**config.mk**
```make
export PLATFORM = sky130hd
export DESIGN_NAME = ir_fetch_sequencer
export DESIGN_NICKNAME = d
export VERILOG_FILES = /design/src/rtl/ir_fetch_sequencer.sv
export SDC_FILE = /design/constraint.sdc
export NUM_CORES = 1
export LEC_CHECK = 0
export BUFFER_PORTS_ARGS = -buffer_cell sky130_fd_sc_hd__buf_2
export CORE_MARGIN = 1.5
export CORE_UTILIZATION = 40
export CTS_BUF_LIST = sky130_fd_sc_hd__clkbuf_16
export DETAILED_ROUTE_END_ITERATION = 10
export PLACE_DENSITY = 0.7
export SYNTH_ARGS = -nofsm -noshare
export SYNTH_HDL_FRONTEND = slang
export SYNTH_SLANG_ARGS = --single-unit
```
**constraint.sdc**
```tcl
create_clock -name Clock -period 1.6 [get_ports Clock]
set_clock_uncertainty 0.15 [all_clocks]
set_input_delay 0.08 -clock Clock [delete_from_list [all_inputs] [get_ports Clock]]
set_output_delay 0.08 -clock Clock [all_outputs]
set_load 0.03 [all_outputs]
```
**src/rtl/ir_fetch_sequencer.sv**
```systemverilog
`timescale 1ns/1ps
// ir_fetch_sequencer
// Sequences a two-byte instruction fetch from an 8-bit memory port into the
// 16-bit instruction register, stepping the program counter after each byte.
// The control unit issues one Fetch request (or a Clear), and this block
// drives the IR and PC control strobes. Memory reads are bounded by a wait
// counter; if a byte does not arrive in time, the block reports Timeout.
//
// Ports
//   Clock, Reset        rising-edge clock, asynchronous active-low reset
//   Fetch, Clear        requests, sampled only while idle (Clear wins)
//   MemRd               read strobe, high while waiting for a byte
//   MemValid, MemData   byte return from memory
//   IR_E/IR_FunSel/IR_LH/IR_Input   IR controls and registered byte
//   PC_E/PC_FunSel      PC controls (11 = increment)
//   Busy, Done, Timeout status: not idle, completion pulse, sticky error
//   state_dbg           current FSM state, for observation only
//
// Memory handshake: MemRd is the request and MemValid the response. A byte
// transfers on a rising edge where MemRd and MemValid are both high. MemValid
// is ignored whenever MemRd is low. MemRd is never withdrawn before a byte
// arrives, except when the wait budget runs out.
module ir_fetch_sequencer #(
  parameter int TIMEOUT_CYCLES = 15,
  parameter int CNT_W          = 4
) (
  input  logic             Clock,
  input  logic             Reset,
  input  logic             Fetch,
  input  logic             Clear,
  output logic             MemRd,
  input  logic             MemValid,
  input  logic [7:0]       MemData,
  output logic             IR_E,
  output logic [1:0]       IR_FunSel,
  output logic             IR_LH,
  output logic [7:0]       IR_Input,
  output logic             PC_E,
  output logic [1:0]       PC_FunSel,
  output logic             Busy,
  output logic             Done,
  output logic             Timeout,
  output logic [2:0]       state_dbg
);

  typedef enum logic [2:0] {
    S_IDLE   = 3'd0,
    S_CLR    = 3'd1,
    S_REQ_L  = 3'd2,
    S_LOAD_L = 3'd3,
    S_REQ_H  = 3'd4,
    S_LOAD_H = 3'd5,
    S_DONE   = 3'd6,
    S_ERR    = 3'd7
  } state_t;

  // The counter holds the number of wait cycles already spent on the current
  // byte, so the last allowed read cycle is the one where it equals this value.
  localparam logic [CNT_W-1:0] LAST_WAIT = CNT_W'(TIMEOUT_CYCLES - 1);

  state_t           state, state_nxt;
  logic [CNT_W-1:0] wait_cnt, wait_cnt_nxt;
  logic [7:0]       ir_input_nxt;
  logic             timeout_nxt;

  always_ff @(posedge Clock or negedge Reset) begin
    if (!Reset) begin
      state    <= S_IDLE;
      wait_cnt <= '0;
      IR_Input <= 8'h00;
      Timeout  <= 1'b0;
    end else begin
      state    <= state_nxt;
      wait_cnt <= wait_cnt_nxt;
      IR_Input <= ir_input_nxt;
      Timeout  <= timeout_nxt;
    end
  end

  always_comb begin
    state_nxt    = state;
    wait_cnt_nxt = wait_cnt;
    ir_input_nxt = IR_Input;
    timeout_nxt  = Timeout;
    MemRd        = 1'b0;
    IR_E         = 1'b0;
    IR_FunSel    = 2'b00;
    IR_LH        = 1'b0;
    PC_E         = 1'b0;
    PC_FunSel    = 2'b00;
    Done         = 1'b0;
    Busy         = (state != S_IDLE);

    case (state)
      S_IDLE: begin
        if (Clear) begin
          state_nxt = S_CLR;
        end else if (Fetch) begin
          state_nxt    = S_REQ_L;
          timeout_nxt  = 1'b0;
          wait_cnt_nxt = '0;
        end
      end
      S_CLR: begin
        // IR_FunSel stays 00: a plain IR clear.
        IR_E      = 1'b1;
        state_nxt = S_IDLE;
      end
      S_REQ_L, S_REQ_H: begin
        MemRd = 1'b1;
        if (MemValid) begin
          ir_input_nxt = MemData;
          state_nxt    = (state == S_REQ_L) ? S_LOAD_L : S_LOAD_H;
        end else if (wait_cnt == LAST_WAIT) begin
          state_nxt = S_ERR;
        end else begin
          wait_cnt_nxt = wait_cnt + 1'b1;
        end
      end
      S_LOAD_L: begin
        IR_E         = 1'b1;
        IR_FunSel    = 2'b01;
        PC_E         = 1'b1;
        PC_FunSel    = 2'b11;
        state_nxt    = S_REQ_H;
        wait_cnt_nxt = '0;
      end
      S_LOAD_H: begin
        IR_E      = 1'b1;
        IR_FunSel = 2'b01;
        IR_LH     = 1'b1;
        PC_E      = 1'b1;
        PC_FunSel = 2'b11;
        state_nxt = S_DONE;
      end
      S_DONE: begin
        Done      = 1'b1;
        state_nxt = S_IDLE;
      end
      S_ERR: begin
        // A low byte already loaded (failure on the high byte) is left in
        // place, and the PC keeps its single increment.
        timeout_nxt = 1'b1;
        state_nxt   = S_IDLE;
      end
      default: state_nxt = S_IDLE;
    endcase
  end

  assign state_dbg = state;

endmodule

```
==> results of run 1 <==
-- timing repair --
action	in CTS	in global routing
pin swaps	2	6
gates resized for setup	19	18
hold buffers	9	0
setup endpoints to repair	7	21
buffers inserted	6	3
hold endpoints to repair	24	0
-- flip-flops by register name (all words and copies together) (netlist names) --
signal and cells:
Timeout 1, IR_Input 8, state_dbg 3, wait_cnt 4
-- per-layer routing --
layer  wire, um  global-route usage (%)  vias to the layer above
met5          0                       0                        -
met4         29                    2.70                        0
met3         74                    3.87                        2
met2       1290                    33.6                       20
met1        998                    22.8                      406
li1           -                       -                      407
-- through the flow --
stage	utilization, %	hold slack [ns]	instances	instance area (um^2)
after floorplan	-	-0.366	85	925
after global placement	56.4	-0.142	147	1150
after detailed placement	56.4	-0.136	147	1150
after CTS	71.0	0.106	166	1450
after global routing	74.0	0.169	168	1510
final	74.0	0.125	168	1510
-- Yosys cell counts, drive strengths merged, types with 2 or more instances --
cell type  instances
nor2               6
a31oi              4
nand2              2
nor2b              2
clkbuf             3
a21oi              5
and3               2
or3                2
mux2               9
buf                7
dfrtp             16
inv                6
ha                 2
-- layout make-up --
cell class / count / area (um^2) / share of cell area [%]
clock buffer: 3 / 75.1 / 4.97
clock inverter: 1 / 3.75 / 0.248
inverter: 6 / 22.5 / 1.49
multi-input combinational: 53 / 497 / 32.9
sequential: 16 / 404 / 26.7
tap: 27 / 33.8 / 2.24
timing repair buffer: 62 / 475 / 31.5
-- worst max path at each step --
stage                 start          end  slack, ns
3_3_place_gp   state_dbg[2]  wait_cnt[1]       0.05
6_report       state_dbg[2]  IR_Input[5]     0.0004
2_1_floorplan  state_dbg[1]  IR_Input[0]      -0.07
5_1_grt         wait_cnt[0]  wait_cnt[0]      -0.04
3_5_place_dp    wait_cnt[0]  wait_cnt[1]       0.04
4_1_cts        state_dbg[2]  IR_Input[1]     -0.004
-- logic make-up after synthesis --
family | count (synthesis) | share of synthesized area (%)
other cells | 1 | 0.417
buf+inv | 16 | 10.4
fa+ha+maj | 2 | 2.78
xor+xnor | 2 | 3.62
flops | 16 | 44.5
compound gates | 19 | 14.7
mux | 9 | 11.3
simple gates | 20 | 12.2
-- worst max-delay path, stage by stage, from the launching register on --
cell                      delay, ns
sky130_fd_sc_hd__dfrtp_2       0.41
sky130_fd_sc_hd__buf_6         0.13
sky130_fd_sc_hd__xor2_4        0.15
sky130_fd_sc_hd__and3_4        0.31
sky130_fd_sc_hd__mux2_4        0.32
-- power by group through the flow --
stage	registers [mW]	clock network, mW	logic [mW]
2_1_floorplan	0.967	0	0.960
3_3_place_gp	0.708	0	1.67
3_5_place_dp	0.718	0	1.69
4_1_cts	0.697	0.486	2.05
5_1_grt	0.729	0.504	2.38
6_report	0.705	0.479	2.25
==> insert_results.sql, run 1 <==
INSERT INTO impl_metrics (metric_group, metric, value, unit) VALUES
('run_status', 'result_of_the_run', 'finished clean', ''),
('drt', 'drc', '0', ''),
('setup_path', 'critical_path.endpoint_type', 'flip-flop', ''),
('sta', 'achievable_frequency', '625', 'MHz'),
('clocking', 'cts-root-to-sink-buffers', '2', ''),
('pwr', 'post-layout-total-power', '3.43', 'mW'),
('grt', 'grt_pass1_vias', '788', ''),
('setup_path', 'start_kind', 'flip-flop', ''),
('run', 'max_cap_violations', '0', ''),
('final_layout', 'area_growth_syn_to_layout', '68.0', '%'),
('drt', 'drt-initial-drc-count', '16', ''),
('grt', 'grt_antenna_before_repair', '0', ''),
('pwr', 'power.switching_fraction', '42.0', '%'),
('yosys', 'ys_async_sr_fraction', '100', '%'),
('placement', 'dp_slack', '0.0408', 'ns'),
('clocking', 'clk-insertion-delay-late', '0.24', 'ns'),
('grt', 'total_global_routing_track_utilization', '18.5', '%'),
('setup_path', 'worstPathRequired', '1.58', 'ns'),
('floorplanning', 'dieArea', '2540', 'um^2'),
('floorplanning', 'die_x', '50.4', 'um'),
('setup_path', 'worstReg2RegStart', 'state_dbg[2]', ''),
('sta', 'timing.setup.tns', '0', 'ns'),
('yosys', 'synth_area_leaders', 'sky130_fd_sc_hd__dfrtp_1 (45%), sky130_fd_sc_hd__mux2_2 (11%), sky130_fd_sc_hd__buf_4 (4.2%)', ''),
('yosys', 'synth_fp_nets', '100', ''),
('yosys', 'synth_enable_flop_cells', '0', ''),
('final_layout', 'layout.nets', '157', ''),
('drt', 'routed-via-count', '835', ''),
('sta', 'period_minus_slack', '1.60', 'ns'),
('setup_path', 'r2r_end', 'IR_Input[5]', ''),
('grt', 'grt_overflow', '0', ''),
('clocking', 'clock-root-buffer', 'sky130_fd_sc_hd__clkbuf_16', ''),
('drt', 'detail_route.vias_per_cell', '4.97', ''),
('clocking', 'path_clk_slew', '0.05', 'ns'),
('setup_path', 'r2r.worst_path.cells', '4', ''),
('final_layout', 'final_cell_mix', 'sky130_fd_sc_hd__buf_2 (25), sky130_fd_sc_hd__buf_4 (16), sky130_fd_sc_hd__dfrtp_1 (13), sky130_fd_sc_hd__buf_6 (10), sky130_fd_sc_hd__dlygate4sd3_1 (9)', ''),
('sta', 'slew_viol_final', '0', ''),
('pwr', 'share_clk_of_total_power', '14.0', '%'),
('floorplanning', 'core-area', '2040', 'um^2'),
('final_layout', 'fillCellCount', '146', ''),
('pwr', 'cell_internal_pwr', '1.99', 'mW'),
('sta', 'timing.final.setup_violations', '0', ''),
('yosys', 'synthesized_instance_count', '85', ''),
('pwr', 'combinationalPowerShare', '65.5', '%'),
('pwr', 'peakVddDrop', '1.48', 'mV'),
('yosys', 'ys_ff_latch', '16', ''),
('clocking', 'cts_buffers', '3', ''),
('placement', 'detailedPlacementHpwl', '1420', 'um'),
('sta', 'post_layout_worst_setup_margin', '0.000442', 'ns'),
('pwr', 'leakage', '0.715', 'nW'),
('yosys', 'syn-cell-area', '900', 'um^2'),
('setup_path', 'critical_path_arrival', '1.58', 'ns'),
('clocking', 'cts_tree', 'done', ''),
('floorplanning', 'die_y', '50.4', 'um'),
('sta', 'grt_setup_unrepaired', 'true', ''),
('yosys', 'netlist.top_cell.by_area', 'sky130_fd_sc_hd__dfrtp_1', ''),
('grt', 'grt_start_max_net_pins', '17', ''),
('yosys', 'synth.yosys.seq_area_share', '44.5', '%'),
('setup_path', 'critPathKind', 'flip-flop to flip-flop', ''),
('drt', 'post_drt_wl_per_cell', '14.2', 'um'),
('final_layout', 'final_common_cell', 'sky130_fd_sc_hd__buf_2', ''),
('drt', 'routed_wirelength', '2390', 'um'),
('floorplanning', 'core.rowCount', '16', ''),
('yosys', 'synthesis.area_per_instance', '10.6', 'um^2'),
('drt', 'drtAntennaViolNets', '0', ''),
('sta', 'hold_violations', '0', ''),
('setup_path', 'timing.reg2reg.setup_slack', '0.0004', 'ns'),
('floorplanning', 'top_level_ports', '35', ''),
('floorplanning', 'floorplan.initialDensity', '44.1', '%'),
('yosys', 'synth.top_cell.area_share', '44.5', '%'),
('pwr', 'netSwitchingPower', '1.44', 'mW'),
('pwr', 'seq_power_share', '20.6', '%');
No activity file was read; power rests on OpenSTA's default activity.
==> run 2: changes to the inputs <==
--- a/config.mk
+++ b/config.mk
@@ -7,10 +7,9 @@
 export LEC_CHECK = 0
 export BUFFER_PORTS_ARGS = -buffer_cell sky130_fd_sc_hd__buf_2
 export CORE_MARGIN = 1.5
-export CORE_UTILIZATION = 40
+export CORE_UTILIZATION = 29
 export CTS_BUF_LIST = sky130_fd_sc_hd__clkbuf_16
 export DETAILED_ROUTE_END_ITERATION = 10
-export PLACE_DENSITY = 0.7
 export SYNTH_ARGS = -nofsm -noshare
 export SYNTH_HDL_FRONTEND = slang
 export SYNTH_SLANG_ARGS = --single-unit
==> run 2 against run 1 <==
Compared with the run above: the flow now finishes with violations (negative setup slack); clock-buffer cell count did not move; register-to-register slack barely moved; total power decreased by 0.35%; global-route usage shrank 5.4 points; first-iteration DRC count is 6.3% higher.
==> insert_results.sql, run 2 (synthesis results as in run 1) <==
INSERT INTO impl_metrics (metric_group, metric, value, unit) VALUES
('run_status', 'failed_checks', 'negative setup slack', ''),
('setup_path', 'slowest_delay', '0.44', 'ns'),
('pwr', 'power-per-cell-area', '2260', 'nW/um^2'),
('setup_path', 'crit_path_top_delay_cell', 'sky130_fd_sc_hd__dfrtp_2', ''),
('clocking', 'cts-root-to-sink-buffers', '2', ''),
('final_layout', 'multi_input_gate_area', '498', 'um^2'),
('setup_path', 'critical_path.endpoint_type', 'output pin', ''),
('floorplanning', 'floorplan.initialDensity', '30.0', '%'),
('clocking', 'path_clk_slew', '0.05', 'ns'),
('floorplanning', 'core-area', '3000', 'um^2'),
('clocking', 'clock_sinks', '16', ''),
('sta', 'hold-worst-slack', '0.133', 'ns'),
('final_layout', 'area_growth_syn_to_layout', '68.3', '%'),
('worst_hold_path', 'min_path_type', 'input port to asynchronous set/reset pin', ''),
('grt', 'grt_overflow', '0', ''),
('sta', 'post_layout_worst_setup_margin', '-0.0115', 'ns'),
('setup_path', 'path_cells', 'buf_12 -> xnor2_4 -> buf_6 -> nor2_4 -> buf_6', ''),
('final_layout', 'final_cell_mix', 'sky130_fd_sc_hd__buf_2 (25), sky130_fd_sc_hd__buf_4 (14), sky130_fd_sc_hd__dfrtp_1 (13), sky130_fd_sc_hd__dlygate4sd3_1 (9), sky130_fd_sc_hd__buf_6 (9)', ''),
('placement', 'detailedPlacementHpwl', '1500', 'um'),
('run_status', 'result_of_the_run', 'finished with violations', ''),
('setup_path', 'cp_common_cell', 'sky130_fd_sc_hd__buf_6', ''),
('pwr', 'post-layout-total-power', '3.42', 'mW'),
('sta', 'period_minus_slack', '1.61', 'ns'),
('placement', 'placement.cell_area', '1140', 'um^2'),
('placement', 'placedCellCount', '151', ''),
('pwr', 'leakage', '0.697', 'nW'),
('grt', 'grt_antenna_before_repair', '0', ''),
('final_layout', 'seq_area', '404', 'um^2'),
('floorplanning', 'core.rowCount', '20', ''),
('floorplanning', 'dieArea', '3450', 'um^2'),
('final_layout', 'layout.nets', '155', ''),
('drt', 'drtAntennaViolNets', '0', ''),
('final_layout', 'fin_area', '1510', 'um^2'),
('clocking', 'cts_buffers', '3', ''),
('final_layout', 'count_of_non_filler_cells_in_the_finished_layout', '172', ''),
('placement', 'gp_congestion', '0.798', ''),
('drt', 'drc', '0', ''),
('drt', 'drt-initial-drc-count', '17', ''),
('floorplanning', 'die_x', '58.7', 'um'),
('sta', 'hold_violations', '0', ''),
('drt', 'routed-via-count', '850', ''),
('sta', 'period_share', '101', '%'),
('final_layout', 'largest_register', 'IR_Input', ''),
('setup_path', 'critical_path.n_buffers_inverters', '3', ''),
('sta', 'achievable_frequency', '621', 'MHz'),
('final_layout', 'drive_gt1_share', '56.1', '%'),
('final_layout', 'fillCellCount', '275', ''),
('sta', 'grt_setup_unrepaired', 'true', ''),
('drt', 'drt_first_pass_iters', '4', ''),
('floorplanning', 'top_level_ports', '35', ''),
('final_layout', 'largest_register_ff_count', '8', ''),
('final_layout', 'antenna-diode-count', '0', ''),
('setup_path', 'cpLargestDelayFamily', 'flip-flops', ''),
('clocking', 'htreeDepth', '1', ''),
('drt', 'routed_wirelength', '2400', 'um'),
('grt', 'wire_length_of_the_first_global_routing_pass', '3390', 'um'),
('grt', 'grt_pass1_vias', '786', ''),
('run', 'max_cap_violations', '0', ''),
('final_layout', 'final_common_cell', 'sky130_fd_sc_hd__buf_2', ''),
('grt', 'grt_start_max_net_pins', '17', ''),
('setup_path', 'critical_path_arrival', '1.38', 'ns'),
('floorplanning', 'die_y', '58.7', 'um'),
('drt', 'detail_route.vias_per_cell', '4.94', ''),
('sta', 'slew_viol_final', '0', ''),
('drt', 'post_drt_wl_per_cell', '13.9', 'um'),
('placement', 'port-buffer-count', '33', ''),
('setup_path', 'critPathKind', 'flip-flop to output pin', ''),
('setup_path', 'crit_path_max_fanout', '8', ''),
('sta', 'timing.final.setup_violations', '7', ''),
('setup_path', 'timing.reg2reg.setup_slack', '-0.01', 'ns'),
('setup_path', 'start_kind', 'flip-flop', ''),
('pwr', 'peakVddDrop', '1.06', 'mV'),
('grt', 'total_global_routing_track_utilization', '13.0', '%'),
('sta', 'timing.setup.tns', '-0.0734', 'ns'),
('clocking', 'clock-root-buffer', 'sky130_fd_sc_hd__clkbuf_16', ''),
('setup_path', 'worstPathRequired', '1.37', 'ns'),
('clocking', 'cts_tree', 'done', ''),
('clocking', 'clk-insertion-delay-late', '0.25', 'ns');
run 2: path summary, 6_finish.rpt:
path,depth (start not counted),end,start
max,5,PC_FunSel[0],state_dbg[1]
min,2,IR_Input[6],Reset
max reg2reg,4,IR_Input[4],state_dbg[1]
min reg2reg,1,IR_Input[1],IR_Input[1]
max in group asynchronous,2,state_dbg[0],Reset
min in group Clock,4,state_dbg[0],MemValid
run 2: layer usage:
layer | routed length (um) | GRT usage [%]
met1 | 1080 | 15.2
met2 | 1170 | 23.9
met3 | 99 | 1.32
met4 | 40 | 5.84
met5 | 0 | 0
run 2: final cells by class:
| type | count | share of cell area, % |
|---|---|---|
| Clock buffer | 3 | 4.96 |
| Clock inverter | 1 | 0.248 |
| Inverter | 6 | 1.49 |
| Multi-Input combinational cell | 53 | 32.9 |
| Sequential cell | 16 | 26.7 |
| Tap cell | 33 | 2.73 |
| Timing Repair Buffer | 60 | 31.0 |
run 2: what timing repair did:
action / in CTS / in global routing
resized for setup: 21 / 13
hold buffers: 9 / 0
endpoints found under the hold margin: 24 / 0
pin swaps: 3 / 3
setup endpoints to repair: 8 / 21
buffers inserted: 7 / 2
run 2: report_power, final:
group	internal (mW)	switching, mW	leakage (nW)
clock network	0.332	0.157	0.0385
logic	1.07	1.15	0.462
registers	0.579	0.133	0.196
total	1.98	1.44	0.697
run 2: through the flow:
step	util, %	worst slack [ns]
5_1_grt	50.4	-0.0612
4_1_cts	48.4	-0.0390
3_3_place_gp	38.1	0.0121
6_report	50.4	-0.0115
3_5_place_dp	38.1	-0.0190
2_1_floorplan	-	-0.0691
